File: src/rtl/crc32_24_frame_ctrl.sv
// Frame-level CRC-32 sequencer (poly 0x04C11DB7, MSB-first).
// Full 24-bit beats take one parallel crc32_24 step per cycle. A partial last
// beat (1 or 2 bytes) is finished one bit per cycle by a serial LFSR. The
// serial path is built from the same per-bit step as the parallel one, so the
// two are bit-exact for the same bits.
module crc32_24_frame_ctrl #(
  parameter logic [31:0] INIT    = 32'hFFFFFFFF,
  parameter logic [31:0] XOR_OUT = 32'hFFFFFFFF
) (
  input  logic        clk,
  input  logic        rst,
  input  logic        in_valid,
  output logic        in_ready,
  input  logic [23:0] in_data,
  input  logic        in_last,
  input  logic [1:0]  in_nbytes,
  output logic        out_valid,
  input  logic        out_ready,
  output logic [31:0] out_crc,
  output logic        busy
);

  localparam logic [31:0] Poly = 32'h04C11DB7;

  localparam logic [1:0] StAcc  = 2'd0;
  localparam logic [1:0] StTail = 2'd1;
  localparam logic [1:0] StDone = 2'd2;

  logic [1:0]  state_q, state_d;
  logic [31:0] crc_q, crc_d;
  logic [15:0] tail_q, tail_d;
  logic [4:0]  bitcnt_q, bitcnt_d;

  // One bit of the MSB-first LFSR.
  function automatic logic [31:0] crc_bit(input logic [31:0] crc, input logic din);
    logic fb;
    fb = crc[31] ^ din;
    return {crc[30:0], 1'b0} ^ (fb ? Poly : 32'h0);
  endfunction

  // 24 bits per step, data[23] first.
  function automatic logic [31:0] crc32_24(input logic [31:0] crc, input logic [23:0] data);
    logic [31:0] c;
    c = crc;
    for (int i = 23; i >= 0; i--) begin
      c = crc_bit(c, data[i]);
    end
    return c;
  endfunction

  // Next-state and handshake outputs for the ACC/TAIL/DONE sequencer.
  always_comb begin
    state_d   = state_q;
    crc_d     = crc_q;
    tail_d    = tail_q;
    bitcnt_d  = bitcnt_q;
    in_ready  = 1'b0;
    out_valid = 1'b0;
    case (state_q)
      StAcc: begin
        in_ready = 1'b1;
        if (in_valid) begin
          if (!in_last) begin
            crc_d = crc32_24(crc_q, in_data);
          end else begin
            unique case (in_nbytes)
              2'd3: begin
                crc_d   = crc32_24(crc_q, in_data);
                state_d = StDone;
              end
              2'd2: begin
                tail_d   = in_data[23:8];
                bitcnt_d = 5'd16;
                state_d  = StTail;
              end
              2'd1: begin
                tail_d   = {in_data[23:16], 8'h00};
                bitcnt_d = 5'd8;
                state_d  = StTail;
              end
              2'd0: begin
                state_d = StDone;
              end
            endcase
          end
        end
      end
      StTail: begin
        crc_d    = crc_bit(crc_q, tail_q[15]);
        tail_d   = {tail_q[14:0], 1'b0};
        bitcnt_d = bitcnt_q - 5'd1;
        if (bitcnt_q == 5'd1) begin
          state_d = StDone;
        end
      end
      StDone: begin
        out_valid = 1'b1;
        if (out_ready) begin
          crc_d   = INIT;
          state_d = StAcc;
        end
      end
      default: begin
        // Unreachable encoding: recover to a clean frame start.
        crc_d   = INIT;
        state_d = StAcc;
      end
    endcase
  end

  // State registers with synchronous reset; reset aborts any frame in flight.
  always_ff @(posedge clk) begin
    if (rst) begin
      state_q  <= StAcc;
      crc_q    <= INIT;
      tail_q   <= 16'h0000;
      bitcnt_q <= 5'd0;
    end else begin
      state_q  <= state_d;
      crc_q    <= crc_d;
      tail_q   <= tail_d;
      bitcnt_q <= bitcnt_d;
    end
  end

  assign out_crc = crc_q ^ XOR_OUT;
  assign busy    = (state_q != StAcc);

endmodule
File: config.mk
export PLATFORM = sky130hd
export DESIGN_NAME = crc32_24_frame_ctrl
export DESIGN_NICKNAME = d
export VERILOG_FILES = /design/src/rtl/crc32_24_frame_ctrl.sv
export SDC_FILE = /design/constraint.sdc
export NUM_CORES = 1
export LEC_CHECK = 0
export CORE_ASPECT_RATIO = 0.5
export CORE_UTILIZATION = 41
export CTS_CLUSTER_SIZE = 40
export DETAILED_ROUTE_END_ITERATION = 7
export PLACE_DENSITY = 0.73
export SETUP_SLACK_MARGIN = 0.5
export SLEW_MARGIN = 40
export SYNTH_ARGS = -nofsm -noshare
export SYNTH_HDL_FRONTEND = slang
export SYNTH_SLANG_ARGS = --single-unit
File: constraint.sdc
create_clock -name clk -period 3.3 [get_ports clk]
set_clock_uncertainty 0.2 [all_clocks]
set_input_delay 0.66 -clock clk [delete_from_list [all_inputs] [get_ports clk]]
set_output_delay 0.66 -clock clk [all_outputs]
set_load 0.005 [all_outputs]
### Yosys cells after proc, flatten, opt, wreduce, memory -nomap -nowiden

Index checks and enable logic that the tools add are counted.

| word-level totals | value |
|---|---|
| output and inout bits | 35 |
| register bits | 55 |
| bits in read-only memories | 0 |
| RAM bits | 0 |
| logic and storage cells | 123 |
| memories kept | 0 |
| bits in latches | 0 |

| operators by class | value |
|---|---|
| add/subtract/negate cells | 1 |
| shift operators | 0 |
| $lt $le $gt $ge | 0 |
| multiplexer cells | 46 |
| bitwise operators | 51 |
| divide/modulo/power cells | 0 |
| equality and inequality tests | 12 |
| $mul | 0 |
| reductions and logical operators | 9 |

Operators by type and width:

| kind | number |
|---|---|
| $xor 32x27->32 | 24 |
| $mux 27 | 25 |
| $mux 32 | 4 |
| $pmux 32 s3 | 1 |
| $pmux 16 s2 | 2 |
| $mux 16 | 2 |
| $not 32->32 | 1 |
| $xor 32x32->32 | 1 |
| $xor 1x1->1 | 25 |
| $pmux 5 s2 | 2 |
| $mux 5 | 2 |
| $mux 2 | 4 |
| $ne 2x2->1 const B | 4 |
| $reduce_and 4->1 | 2 |
| $eq 2x2->1 const B | 3 |
| $pmux 2 s3 | 1 |
| $eq 5x1->1 const B | 1 |
| $sub 5x1->5 const B | 1 |
| $eq 2x1->1 const B | 2 |
| $logic_not 2->1 | 2 |
| $pmux 2 s2 | 1 |
| $reduce_bool 2->1 | 2 |
| $reduce_or 2->1 | 2 |
| $ne 3x1->1 const B | 1 |
| 3 further kinds | 4 |

### Depth between registers and ports, before layout

Gate-level depths: netlist of the first run.

| depth | value |
|---|---|
| word-level depth | 76 |
| gate-level depth with buffers | 9 |

### Least setup slack after synthesis of the first run

No wires, ideal clock.

| path | value |
|---|---|
| kind | input -> register |
| from | input port in_data[11] |
| to | register crc_q[8] |
| data arrival time | 3.240 ns |
| stages | 8 |
| required time | 2.970 ns |
| path slack | -0.270 ns |
| cell sequence | xnor2_1 > xnor3_2 > xnor3_2 > xor3_4 > xnor3_1 > xnor2_1 > a221oi_1 > a31oi_1 |

| between the ends | value |
|---|---|
| cells in the longest elaborated chain, start to end | 20 |

RTL lines:

| item | line | source |
|---|---|---|
| start, declared | 14 | `input logic [23:0] in_data,` |
| $xor 1x1->1 (*) | 37 | `fb = crc[31] ^ din;` |
| $mux 27 (*) | 38 | `return {crc[30:0], 1'b0} ^ (fb ? Poly : 32'h0);` |
| $xor 32x27->32 (*) (7 in a row) | 38 |  |
| $xor 32x32->32 (*) | 38 |  |
| $xor 32x27->32 (*) (2 in a row) | 38 |  |
| $xor 1x1->1 (*) | 37 |  |
| $mux 27 (*) | 38 |  |
| $xor 32x27->32 (*) (2 in a row) | 38 |  |
| $mux 32 | 66 | `unique case (in_nbytes)` |
| $mux 32 (*) | 63 | `if (!in_last) begin` |
| $mux 32 (*) | 62 | `if (in_valid) begin` |
| $pmux 32 s3 (*) | 59 | `case (state_q)` |
| end signal, assigned | 120 | `crc_q <= crc_d;` |
| end, declared | 30 | `logic [31:0] crc_q, crc_d;` |

Mark *: on every way between the ends. The rest lies on a longest branch, timed or not. The select of a mux whose other input is x is not followed.
A chain may end at the register's enable or synchronous reset.

### Worst setup path in the final report of the first run

| path | value |
|---|---|
| from | input port in_data[5] |
| to | register crc_q[5] |

| between the ends | value |
|---|---|
| cells in the longest elaborated chain, start to end | 12 |

RTL lines:

| item | line |
|---|---|
| $xor 1x1->1 (*) | 37 |
| $mux 27 (*) | 38 |
| $xor 32x27->32 (*) | 38 |
| $xor 32x32->32 (*) | 38 |
| $xor 32x27->32 (*) (4 in a row) | 38 |
| $mux 32 | 66 |
| $mux 32 (*) | 63 |
| $mux 32 (*) | 62 |
| $pmux 32 s3 (*) | 59 |

Marks and branches as above.

==> impl_metrics.json, run 1 <==
{
  "die_area_mm2": 0.01288,
  "vias_per_cell": 6.067,
  "yosysUniqueCellTypes": 46,
  "max-cap-violations": 0,
  "place_inst": 861,
  "status": "complete, but fails checks",
  "drt-pass1-iter-count": 7,
  "grt_usage_pct": 35.39,
  "cts_tree": "yes",
  "fp.dieW_um": 159.5,
  "drive_gt1_share_pct": 47.76,
  "synth_ff_type": "dfxtp_1",
  "drc_errors": 0,
  "cp_num_buf_inv": 4,
  "stdcell_count": 946,
  "cts.path.max_buffers": 2,
  "antennaDiodeCount": 0,
  "fill_cells": 616,
  "hold_class": "register to register",
  "port_buffers": 65,
  "fin_ws_ps": -302.6,
  "crit_family": "XOR/XNOR gates",
  "std_cell_rows": 28,
  "clockRootBuffer": "clkbuf_16",
  "vias": 5739,
  "clock_sinks": 55,
  "antenna_found_initial": 1,
  "grt_pass1_vias": 5455,
  "num_io_pins": 66,
  "start_util_pct": 42.55,
  "slew_headroom_pct": 52.86,
  "multi_input_area_mm2": 0.004905,
  "drtAntennaViolNets": 0,
  "crit_path_end_kind": "register",
  "startpoint": "in_data[5]",
  "final_nets": 816,
  "critPathRequiredTime_ps": 3280,
  "ys_seq_elements": 55,
  "die_h_um": 80.74,
  "slowest_stage": "xnor3_2",
  "rr_endpoint": "crc_q[3]$_SDFFE_PP1P_",
  "critical_path_arrival_ps": 3590,
  "numCtsBuffers": 5,
  "coreArea_mm2": 0.01195,
  "htreeDepth": 2,
  "min_period_ps": 3603,
  "place.gp.congestion": 0.9392,
  "yosysWarnings": 0,
  "failed_checks": "setup timing",
  "final_hold_viol_count": 0,
  "syn_inst": 522,
  "synth_fp_nets": 558,
  "min_path_cells": 2,
  "synth-seq-area-share_pct": 21.66,
  "synth-async-reset-ratio_pct": 0,
  "insertion_delay_ps": 310,
  "report.final.slew_viol_count": 0,
  "grt_pass1_wl_um": 33380,
  "rsz0062_at_grt": "true",
  "pre_cts_ws_ps": -717.0,
  "final_area_mm2": 0.009153,
  "synth_edf_count": 0,
  "drt-total-wl_um": 25900,
  "r2r-start": "crc_q[29]$_SDFFE_PP1P_",
  "crit_type": "input pin to register",
  "cp_max_fo": 4,
  "hp-start": "bitcnt_q[4]$_SDFFE_PP0P_",
  "cp-start-kind": "input pin",
  "routedWlPerCell_um": 27.38,
  "clk_pin_slew_ps": 80,
  "grt_overflow_total": 0,
  "avgSynthCellArea_um2": 9.739,
  "hold_slack_ps": 280.5,
  "grt_max_degree": 32,
  "place_area_mm2": 0.007203,
  "tightest_slew_ps": 705.7,
  "seq_area_mm2": 0.001109,
  "ff2ff_setup_slack_ps": -240,
  "hold_path_end": "bitcnt_q[4]$_SDFFE_PP0P_",
  "ff2ff_path_depth": 14,
  "synthToLayoutAreaGrowth_pct": 80.04,
  "path_cells": "clkdlybuf4s50_1, xnor2_1, buf_4, xor2_2, xnor3_2, buf_8, xnor2_4, buf_6, xnor3_1, a221oi_2, a31oi_1",
  "netlist_area_mm2": 0.005084,
  "dp_hpwl_um": 13420,
  "drt_iter0_markers": 840,
  "critical_path.max_stage_delay_ps": 540,
  "post-route-period-util_pct": 109.2,
  "fmax_mhz": 277.6,
  "setup_viol": 20
}
## layout by cell type (no fill, tap or decap), drive strengths merged, types with 8 or more instances in the layout
master,count
buf,226
xnor2,145
dfxtp,55
clkdlybuf4s50,46
inv,43
nor2,35
xnor3,32
xor2,27
a211oi,19
o21ai,16
a31oi,12
a21oi,12
nor3,11
a221oi,11
o211ai,10
o221ai,9
mux2i,8
nor3b,8
## cell usage after synthesis (3+ instances only)
cell | n | area share [%]
xnor2_2 | 10 | 3.2
a31oi_1 | 12 | 1.5
ha_1 | 5 | 1.2
xor2_1 | 27 | 4.7
inv_1 | 41 | 3.0
xnor2_1 | 131 | 23
xor3_1 | 3 | 1.4
a211oi_1 | 19 | 2.8
mux2i_1 | 8 | 1.6
o22ai_1 | 7 | 0.86
a211o_1 | 3 | 0.52
a221oi_1 | 10 | 1.7
nor3_1 | 11 | 1.1
xnor3_1 | 23 | 10
o221ai_1 | 9 | 1.6
dfxtp_1 | 55 | 22
clkbuf_1 | 24 | 1.8
xnor2_4 | 4 | 2.2
o211ai_1 | 10 | 1.5
o21ai_0 | 15 | 1.5
nor2_1 | 35 | 2.6
nor3b_1 | 8 | 1.2
xnor3_2 | 8 | 3.7
a21oi_1 | 12 | 1.2
nand2_1 | 6 | 0.44
## flip-flops by register name (all words and copies together), names as in the netlist
signal	count
state_q	2
crc_q	32
bitcnt_q	5
tail_q	16
## through the flow
stage          utilization (%)  setup TNS (ps)
3_3_place_gp             60.30          -15680
4_1_cts                  71.63          -651.7
5_1_grt                  76.61           -4137
3_5_place_dp             60.30          -16160
6_report                 76.61           -3445
2_1_floorplan                -          -178.6
## how the worst max path moves through the flow
stage                                        to  slack [ps]  depth (start not counted)
after floorplan           crc_q[7]$_SDFFE_PP1P_         -40                          9
after global placement    crc_q[9]$_SDFFE_PP1P_        -720                         11
after detailed placement  crc_q[6]$_SDFFE_PP1P_        -720                         11
after CTS                 crc_q[5]$_SDFFE_PP1P_        -180                         13
after global routing      crc_q[5]$_SDFFE_PP1P_        -350                         13
final                     crc_q[5]$_SDFFE_PP1P_        -300                         11
## area by class of cell
cell class	count	share of cell area [%]
clock buffer	5	1.367
multi-input combinational	397	53.59
tap	165	2.256
timing repair buffer	279	28.41
clock inverter	3	0.5468
inverter	42	1.722
sequential	55	12.11
## worst register-to-register path: cells and delay by family, from the launching register on
family,cells,cell delay (ps)
DFF,1,370
AOI/OAI and AO/OA,2,380
xor gates and xnor gates,6,1670
buffers and inverters,6,770
## per-layer routing
| metal | global-route usage (%) | wire (um) | vias to the layer above |
|---|---|---|---|
| li1 | - | - | 2306 |
| met1 | 44.80 | 9964 | 2760 |
| met2 | 55.24 | 10900 | 499 |
| met3 | 9.857 | 3150 | 174 |
| met4 | 20.38 | 1889 | 0 |
| met5 | 0 | 0 | - |
## repair_timing
action | in CTS | in global routing
hold buffers | 0 | 0
pin swaps | 102 | 69
setup endpoints to repair | 32 | 34
setup buffers | 57 | 20
resized for setup | 179 | 81
## cells by family after synthesis
family | after synthesis | share of synthesized area (%)
xor gates and xnor gates | 208 | 48.98
muxes | 9 | 1.797
adders and majority gates | 5 | 1.231
and+or+nand+nor | 69 | 6.498
AOI/OAI and AO/OA | 106 | 14.62
DFF | 55 | 21.66
buffers and inverters | 70 | 5.218
Power of run 1 is left out: the tool's default activity adds up to more than one toggle a clock period on the data nets, which glitch-free logic cannot reach.
==> run 2: changes to the inputs <==
--- a/config.mk
+++ b/config.mk
@@ -9,7 +9,8 @@
 export CORE_UTILIZATION = 41
 export CTS_CLUSTER_SIZE = 40
 export DETAILED_ROUTE_END_ITERATION = 7
-export PLACE_DENSITY = 0.73
+export DONT_BUFFER_PORTS = 1
+export PLACE_DENSITY = 0.65
 export SETUP_SLACK_MARGIN = 0.5
 export SLEW_MARGIN = 40
 export SYNTH_ARGS = -nofsm -noshare
==> constraint.sdc (replaced) <==
create_clock -name clk -period 3.1 [get_ports clk]
set_clock_uncertainty 0.2 [all_clocks]
set_input_delay 0.62 -clock clk [delete_from_list [all_inputs] [get_ports clk]]
set_output_delay 0.62 -clock clk [all_outputs]
set_load 0.005 [all_outputs]
==> run 2 against run 1 <==
The run still ends with setup timing left. Design area down 17%. Clock-buffer cell count up 1. Flip-flop and latch count unchanged. Register-to-register slack about the same.
==> impl_metrics.json, run 2 (synthesis results as in run 1) <==
{
  "final_nets": 693,
  "die_h_um": 80.74,
  "status": "complete, but fails checks",
  "cts.path.max_buffers": 2,
  "drive_gt1_share_pct": 44.53,
  "cp-start-kind": "register",
  "hold_class": "input pin to register",
  "drt_iter0_markers": 383,
  "drt-total-wl_um": 19000,
  "coreArea_mm2": 0.01195,
  "grt_pass1_wl_um": 26040,
  "vias": 4619,
  "insertion_delay_ps": 310,
  "post-route-util_pct": 63.92,
  "drtAntennaViolNets": 0,
  "antennaDiodeCount": 0,
  "setup_viol": 16,
  "grt_max_degree": 33,
  "port_buffers": 0,
  "post-route-period-util_pct": 107.8,
  "die_area_mm2": 0.01288,
  "drc_errors": 0,
  "htreeDepth": 2,
  "std_cell_rows": 28,
  "clock_sinks": 55,
  "cp_max_fo": 5,
  "failed_checks": "setup timing",
  "num_io_pins": 66,
  "final_hold_viol_count": 0,
  "start_util_pct": 42.55,
  "critPathRequiredTime_ps": 3070,
  "layout_commonest_cell": "buf_4",
  "antenna_found_initial": 0,
  "largest_register": "crc_q",
  "numCtsBuffers": 5,
  "hp-start": "rst",
  "hold_path_end": "state_q[0]$_SDFFE_PP0P_",
  "place.gp.congestion": 0.9048,
  "final_cell_mix": "buf_4, xnor2_1, dfxtp_1",
  "cts_tree": "yes",
  "crit_path_end_kind": "register",
  "fmax_mhz": 299.2,
  "crit_type": "register to register",
  "vias_per_cell": 5.612,
  "clk_pin_slew_ps": 90,
  "max-cap-violations": 0,
  "min_path_cells": 1,
  "tightest_slew_ps": 859.0,
  "hold_buffers": 0,
  "largest_reg_flops": 32,
  "fp.dieW_um": 159.5,
  "drt-pass1-iter-count": 4,
  "critical_path_arrival_ps": 3310,
  "grt_pass1_vias": 4247,
  "synthToLayoutAreaGrowth_pct": 50.21,
  "routedWlPerCell_um": 23.09,
  "grt_overflow_total": 0,
  "reg.largest.list": "crc_q (32), tail_q (16), bitcnt_q (5)",
  "rr_endpoint": "crc_q[5]$_SDFFE_PP1P_",
  "dp_hpwl_um": 12780,
  "min_period_ps": 3342,
  "r2r-start": "crc_q[29]$_SDFFE_PP1P_",
  "ff2ff_path_depth": 10,
  "rsz0062_at_grt": "true",
  "slew_headroom_pct": 42.38,
  "report.final.slew_viol_count": 0,
  "clockRootBuffer": "clkbuf_16",
  "ff2ff_setup_slack_ps": -240,
  "fin_ws_ps": -242.2,
  "grt_usage_pct": 27.17
}
[run 2: changes by cell type in the layout (fill, tap and decap cells not counted), moves of 8 or more]
| cell | previous run | this run |
|---|---|---|
| xnor2_2 | 39 | 31 |
| buf_6 | 60 | 34 |
| xnor2_1 | 66 | 83 |
| clkdlybuf4s50_1 | 46 | 0 |
| buf_4 | 144 | 121 |
| xnor2_4 | 40 | 31 |
| buf_12 | 11 | 1 |
[run 2: area by class of cell]
type	count	area [um2]
Fill cell	833	4310
Tap cell	165	206.4
Sequential cell	55	1124
Timing Repair Buffer	156	1311
Inverter	42	157.7
Multi-Input combinational cell	397	4678
Clock inverter	2	20.02
Clock buffer	6	138.9
[run 2: layer usage]
metal | vias to the layer above | global-route usage [%] | part of all wire, %
met5 | - | 0 | 0
met4 | 0 | 7.115 | 3.3
met3 | 62 | 5.873 | 8.6
met2 | 239 | 43.32 | 45
met1 | 2259 | 37.60 | 43
li1 | 2059 | - | -
[run 2: per-stage QoR]
| stage | setup slack, ps | TNS [ps] | cells | instance area [um2] | hold slack (ps) |
|---|---|---|---|---|---|
| 2_1_floorplan | -201.9 | -1564 | 522 | 5401 | 238.9 |
| 3_3_place_gp | -290.0 | -3942 | 770 | 6356 | 245.1 |
| 3_5_place_dp | -326.4 | -4648 | 770 | 6356 | 253.3 |
| 4_1_cts | -7.844 | -10.14 | 810 | 7232 | 174.4 |
| 5_1_grt | -310.4 | -2933 | 823 | 7636 | 173.3 |
| 6_report | -242.2 | -1721 | 823 | 7636 | 185.1 |
[run 2: worst max path at each step]
stage	depth (start not counted)	slack, ps	to	startpoint
after floorplan	9	-200	crc_q[7]$_SDFFE_PP1P_	in_data[21]
after global placement	8	-290	crc_q[9]$_SDFFE_PP1P_	in_data[14]
after detailed placement	8	-330	crc_q[7]$_SDFFE_PP1P_	in_data[21]
after CTS	8	-8	crc_q[9]$_SDFFE_PP1P_	crc_q[25]$_SDFFE_PP1P_
after global routing	10	-310	crc_q[5]$_SDFFE_PP1P_	crc_q[29]$_SDFFE_PP1P_
final	10	-240	crc_q[5]$_SDFFE_PP1P_	crc_q[29]$_SDFFE_PP1P_
[run 2: timing repair]
action / CTS / global route
endpoints found under the setup margin: 31 / 31
buffers inserted: 32 / 13
pin swaps: 54 / 40
gates resized for setup: 90 / 48
[run 2: critical path, stage by stage, from the launching register on]
cell and delay (ps):
dfxtp_4 370, xnor2_4 250, buf_4 170, xnor3_2 410
xnor3_2 270, xor3_4 520, buf_4 180, xnor2_4 200
xnor3_1 290, a221oi_2 260, a31oi_1 80
Power of run 2 is left out for the same reason.
==> run 3: changes to the inputs <==
--- a/config.mk
+++ b/config.mk
@@ -6,11 +6,11 @@
 export NUM_CORES = 1
 export LEC_CHECK = 0
 export CORE_ASPECT_RATIO = 0.5
-export CORE_UTILIZATION = 41
+export CORE_UTILIZATION = 59
 export CTS_CLUSTER_SIZE = 40
 export DETAILED_ROUTE_END_ITERATION = 7
 export DONT_BUFFER_PORTS = 1
-export PLACE_DENSITY = 0.65
+export PLACE_DENSITY = 0.86
 export SETUP_SLACK_MARGIN = 0.5
 export SLEW_MARGIN = 40
 export SYNTH_ARGS = -nofsm -noshare
==> run 3 against run 2 <==
The run now fails in 5_1_grt. Area after synthesis did not move. Synthesized cell count did not move.
==> impl_metrics.json, run 3 <==
{
  "status": "aborted with a tool error",
  "stop_stage": "5_1_grt",
  "tool.error": "[ERROR GRT-0232] Routing congestion too high. Check the congestion heatmap in the GUI.",
  "synth.area.top_cells": "xnor2_1, dfxtp_1, xnor3_1, xor2_1, xnor3_2",
  "synth_ff_type": "dfxtp_1",
  "synthMostInstantiatedCell": "xnor2_1",
  "netlist_area_mm2": 0.005084,
  "synth_edf_count": 0,
  "ys_seq_elements": 55,
  "die_h_um": 67.64,
  "yosys.area_share.simple_pct": 6.498,
  "numCtsBuffers": 5,
  "place.gp.congestion": 0.9527,
  "synth-seq-area-share_pct": 21.66,
  "cts.path.max_buffers": 2,
  "synthTopCellsByCount": "xnor2_1, dfxtp_1, inv_1",
  "synth_compound_area_share_pct": 14.62,
  "num_io_pins": 66,
  "synth-async-reset-ratio_pct": 0,
  "htreeDepth": 2,
  "yosysWarnings": 0,
  "fp.dieW_um": 133.3,
  "grt_max_degree": 33,
  "worstEpCategory": "register data pin",
  "syn_inst": 522,
  "dp_hpwl_um": 13680,
  "clock_sinks": 55,
  "port_buffers": 0,
  "clockRootBuffer": "clkbuf_16",
  "synth_top_cell_area_share_pct": 22.57,
  "worstEndpointGrtRepair": "crc_q[5]$_SDFFE_PP1P_/D",
  "muxShareOfSynthArea_pct": 1.797,
  "synth_fp_nets": 558,
  "start_util_pct": 62.20,
  "synth_top_family_by_area": "XOR/XNOR gates",
  "hold_buffers": 0,
  "synth_xor_area_share_pct": 48.98,
  "grt_overflow_total": 251,
  "synth_top_area_cell": "xnor2_1",
  "yosysUniqueCellTypes": 46,
  "place_inst": 722,
  "grt_usage_pct": 87.13,
  "place_area_mm2": 0.006365,
  "std_cell_rows": 23,
  "synth-adder-area-share_pct": 1.231,
  "avgSynthCellArea_um2": 9.739
}
## run 3: cells by family after synthesis
logic type / after synthesis
xor gates and xnor gates: 208
AOI/OAI and AO/OA: 106
buffers and inverters: 70
and+or+nand+nor: 69
DFF: 55
muxes: 9
adders and majority gates: 5
## run 3: metrics by stage
| step | setup slack (ps) | hold WS (ps) |
|---|---|---|
| after detailed placement | -329.1 | 264.4 |
| after CTS | -146.5 | 182.6 |
| after floorplan | -201.9 | 238.9 |
| after global placement | -234.4 | 243.8 |
## run 3: per-layer routing
layer / track usage (%) / overflow
met1: 83.99 / 8
met2: 106.2 / 149
met4: 99.43 / 85
met5: 48.89 / 4
met3: 68.84 / 5
## run 3: what timing repair did
action / CTS
endpoints found under the setup margin: 32
pin swaps: 63
resized for setup: 120
buffers inserted: 35
==> run 4: changes to the inputs <==
==> config.mk (replaced) <==
export PLATFORM = sky130hd
export DESIGN_NAME = crc32_24_frame_ctrl
export DESIGN_NICKNAME = d
export VERILOG_FILES = /design/src/rtl/crc32_24_frame_ctrl.sv
export SDC_FILE = /design/constraint.sdc
export NUM_CORES = 1
export LEC_CHECK = 0
export CORE_UTILIZATION = 40
export DETAILED_ROUTE_END_ITERATION = 7
export DONT_BUFFER_PORTS = 1
export PLACE_DENSITY_LB_ADDON = 0.15
export SLEW_MARGIN = 40
export SYNTH_ARGS = -nofsm -noshare
export SYNTH_HDL_FRONTEND = slang
export SYNTH_SLANG_ARGS = --single-unit
==> constraint.sdc (replaced) <==
create_clock -name clk -period 4 [get_ports clk]
set_clock_uncertainty 0.2 [all_clocks]
set_input_delay 0.8 -clock clk [delete_from_list [all_inputs] [get_ports clk]]
set_output_delay 0.8 -clock clk [all_outputs]
set_load 0.005 [all_outputs]
==> run 4 against run 3 <==
The run now ends clean.
==> impl_metrics.json, run 4 (synthesis results as in run 1) <==
{
  "coreArea_mm2": 0.01221,
  "clk_pin_slew_ps": 70,
  "min_path_cells": 2,
  "layout_commonest_cell": "xnor2_1",
  "largest_register": "crc_q",
  "clockRootBuffer": "clkbuf_16",
  "drive_gt1_share_pct": 14.29,
  "critPathRequiredTime_ps": 3970,
  "largest_reg_flops": 32,
  "synthToLayoutAreaGrowth_pct": 10.90,
  "hold_path_end": "crc_q[0]$_SDFFE_PP1P_",
  "numCtsBuffers": 5,
  "crit_path_end_kind": "register",
  "status": "finished, final reports clean",
  "tightest_slew_ps": 669.5,
  "start_util_pct": 41.63,
  "drt-pass1-iter-count": 5,
  "slew_headroom_pct": 55.05,
  "post-route-util_pct": 46.17,
  "cp_max_fo": 4,
  "port_buffers": 0,
  "setup_tns_ps": 0,
  "drt_iter0_markers": 244,
  "min_period_ps": 3511,
  "antenna_found_initial": 0,
  "final_hold_viol_count": 0,
  "final_cell_mix": "xnor2_1, dfxtp_1, inv_1",
  "drt-total-wl_um": 15410,
  "drtAntennaViolNets": 0,
  "hold_buffers": 0,
  "setup_viol": 0,
  "vias_per_cell": 5.446,
  "max-cap-violations": 0,
  "antennaDiodeCount": 0,
  "critical_path_arrival_ps": 3480,
  "reg.largest.list": "crc_q (32), tail_q (16), bitcnt_q (5)",
  "cts_resized": 0,
  "dp_hpwl_um": 12130,
  "ff2ff_setup_slack_ps": 550,
  "std_cell_rows": 40,
  "num_io_pins": 66,
  "cts.path.max_buffers": 2,
  "clock_sinks": 55,
  "rr_endpoint": "crc_q[11]$_SDFFE_PP1P_",
  "rsz0062_at_grt": "false",
  "vias": 3850,
  "place.gp.congestion": 0.9248,
  "insertion_delay_ps": 310,
  "grt_usage_pct": 24.57,
  "hold_class": "register to register",
  "die_area_mm2": 0.01316,
  "final_nets": 574,
  "htreeDepth": 2,
  "fp.dieW_um": 114.7,
  "die_h_um": 114.7,
  "ff2ff_path_depth": 8,
  "routedWlPerCell_um": 21.80,
  "fmax_mhz": 284.8,
  "drc_errors": 0,
  "grt_pass1_wl_um": 23570,
  "crit_type": "input pin to register",
  "grt_overflow_total": 0,
  "r2r-start": "crc_q[28]$_SDFFE_PP1P_",
  "cts_tree": "yes",
  "hp-start": "crc_q[0]$_SDFFE_PP1P_",
  "post-route-period-util_pct": 87.78,
  "cp-start-kind": "input pin",
  "grt_pass1_vias": 3823,
  "postCtsSetupBuffers": 0,
  "report.final.slew_viol_count": 0,
  "grt_max_degree": 33
}
-- run 4: how the worst max path moves through the flow --
stage / from / endpoint / slack [ps] / depth (start not counted)
after floorplan: in_data[11] / crc_q[8]$_SDFFE_PP1P_ / 290 / 8
after global placement: in_data[11] / crc_q[11]$_SDFFE_PP1P_ / 240 / 8
after detailed placement: in_data[11] / crc_q[11]$_SDFFE_PP1P_ / 180 / 8
after CTS: in_data[11] / crc_q[11]$_SDFFE_PP1P_ / 500 / 8
after global routing: crc_q[28]$_SDFFE_PP1P_ / crc_q[11]$_SDFFE_PP1P_ / 360 / 8
final: in_data[11] / crc_q[14]$_SDFFE_PP1P_ / 490 / 9
-- run 4: critical path, cell delays in order --
cell and delay [ps]:
xnor2_1 330, buf_4 200, xnor2_1 130, xnor3_1 490, xnor3_2 530, xnor2_4 240
xnor3_1 430, o221ai_1 200, o211ai_1 130
-- run 4: through the flow --
step / setup WS [ps] / instances / cell area [um2] / hold WS, ps
after floorplan: 290.1 / 522 / 5084 / 238.9
after global placement: 243.8 / 699 / 5495 / 247.2
after detailed placement: 182.9 / 699 / 5497 / 257.8
after CTS: 500.0 / 707 / 5638 / 275.4
after global routing: 362.0 / 707 / 5638 / 308.4
final: 488.7 / 707 / 5638 / 271.3
-- run 4: cell type report --
class	count	area (um2)
fill	1237	6574
multi-input combinational	397	3737
sequential	55	1101
timing repair buffer	37	290.3
tap	168	210.2
inverter	42	157.7
clock buffer	6	128.9
clock inverter	2	12.51
-- run 4: metal layers --
metal	vias to the layer above	GRT usage [%]	wire length, um
li1	1826	-	-
met1	1867	34.79	7227
met2	142	38.18	6928
met3	15	5.008	1040
met4	0	6.234	214
met5	-	1.111	0
Power of run 4 is left out for the same reason.
==> RTL change: new RTL, flow settings as in run 2 <==
`XOR_OUT`: 32'hFFFFFFFF -> 32'h7FFFFFFF.
--- a/src/rtl/crc32_24_frame_ctrl.sv
+++ b/src/rtl/crc32_24_frame_ctrl.sv
@@ -5,7 +5,7 @@
 // two are bit-exact for the same bits.
 module crc32_24_frame_ctrl #(
   parameter logic [31:0] INIT    = 32'hFFFFFFFF,
-  parameter logic [31:0] XOR_OUT = 32'hFFFFFFFF
+  parameter logic [31:0] XOR_OUT = 32'h7FFFFFFF
 ) (
   input  logic        clk,
   input  logic        rst,
Function: changed (a bounded check fails within 4 cycles, from zero or initial values and one cycle with rst high).
==> RTL change against run 2 <==
  * First-iteration DRC count is 22% higher
  * Routed wire length is 2.6% lower
  * Core utilization is 1.8 points lower
  * Die area is 4.1% higher
  * Non-clock buffer count is 21 lower
  * Critical path type unchanged
  * Synthesized cell count is 4.0% higher
  * Synthesized area is 4.2% higher
  * Sequential cell count stayed put
  * Critical endpoint is now crc_q[8]$_SDFFE_PP1P_
  * Design area is 0.85% lower
  * Setup slack better by 0.40 ns
Power is left out: the tool's default activity adds up to more than one toggle a clock period on the data nets, which glitch-free logic cannot reach.
==> RTL change: results (changes against run 2) <==
- Crit Path Max Fanout: 4 (-1)
- Initial detailed-routing violation count: 466 (+22%)
- Initial antenna violation count: 0 (unchanged)
- Post-DR vias/cell: 5.44 (-3.0%)
- DP HPWL: 13.7 mm (+7.1%)
- Tightest hold margin: 0.184 ns (-0.000907 ns)
- Syn_nets: 579 (+3.8%)
- CP max stage cell: xnor3_2
- Drt first pass iters: 5 (+1)
- Post-synthesis cell count: 543 (+4.0%)
- M1 WL: 8.21 mm (+1.4%)
- Largest net degree at the start of global routing: 31 (-6.1%)
- R2R depth: 9 (-1)
- Routability cong.: 0.945 (+4.4%)
- Pre-CTS setup slack: -0.211 ns (+0.115 ns)
- Top post-synthesis cells by count: xnor2_1 (126), dfxtp_1 (55), inv_1 (41), nor2_1 (41), a21oi_1 (31)
- Vias in the first global route: 4191 (-1.3%)
- WL met2: 7.99 mm (-7.6%)
- Maximum clock frequency: 0.340 GHz (+14%)
- Final wirelength: 18.5 mm (-2.6%)
- CTS buffer count: 5 (unchanged)
- Share of layout cells above drive strength 1: 42.4% (-2.1 points)
- Setup crit end: crc_q[8]$_SDFFE_PP1P_
- Critical R2R Launch: crc_q[30]$_SDFFE_PP1P_
- Met3 wire length: 1.76 mm (+7.3%)
- Overall routing resource usage: 27.1% (-0.050 points)
- Cells after DPL: 789 (+2.5%)
- Pin slew with the least headroom to its limit: 0.894 ns (+0.0353 ns)
- Min-Delay Endpoint: state_q[1]$_SDFFE_PP0P_
- Vias: 4491 (-2.8%)
- Crit path DAT: 2.92 ns (-0.39 ns)
- First-pass GRT wire length: 26.0 mm (about the same)
- Synth cell types: 48 (+4.3%)
- Sequential share of the synthesized area: 20.8% (-0.87 points)
- Status: completed
- Inserted Diodes: 0 (unchanged)
- Worst reg-to-reg setup slack: 0.16 ns (+0.40 ns)
- Placed cell area: 6470 um2 (+1.8%)
- Ys async rst share: 0% (unchanged)
- CP peak stage delay: 0.50 ns (-0.02 ns)
- Area contributors post-synth: xnor2_1 (21%), dfxtp_1 (21%), xnor3_1 (8.9%)
- Final net count: 696 (+0.43%)
-- RTL change: changes by cell type in the layout (fill, tap and decap cells not counted), moves of 9 or more --
cell            run 2  this run
buf_4             121       103
a21oi_1            12        28
nand2_1             6        18
o22ai_1             5        15
xnor2_1            83        74
-- RTL change: per-layer routing --
layer,vias to the layer above,track usage (%)
met2,224,42.1
met4,0,6.54
met3,34,6.39
li1,2051,-
met5,-,0
met1,2182,38.1
-- RTL change: cells by family after synthesis --
logic type	Yosys count	share of synthesized area, %
xor gates and xnor gates	214	50.7
AOI/OAI and AO/OA	112	13.3
and+or+nand+nor	81	6.85
buffers and inverters	66	5.17
DFF	55	20.8
muxes	10	1.94
adders and majority gates	5	1.18
-- RTL change: worst reg2reg max path: stages (launching register included) --
cell and delay, ns:
dfxtp_2 0.36, xnor2_4 0.19, buf_6 0.18, xnor2_4 0.14, xor2_1 0.25, xnor3_2 0.50, xnor3_2 0.47, xnor3_1 0.38
nand2_1 0.08, a21oi_1 0.07
-- RTL change: repair_timing --
item | 4_1_cts | 5_1_grt
resized for setup | 62 | 71
buffers inserted | 11 | 18
hold buffers | 0 | 0
pin swaps | 33 | 35
setup endpoints to repair | 32 | 32
-- RTL change: final cells by class --
type	instances	area, um2
clock inverters	2	16.3
repair buffers	135	1150
flip-flops and latches	55	1140
multi-input cells	422	4780
fillers	947	4620
well taps	165	206
clock buffers	5	125
inverters	41	154
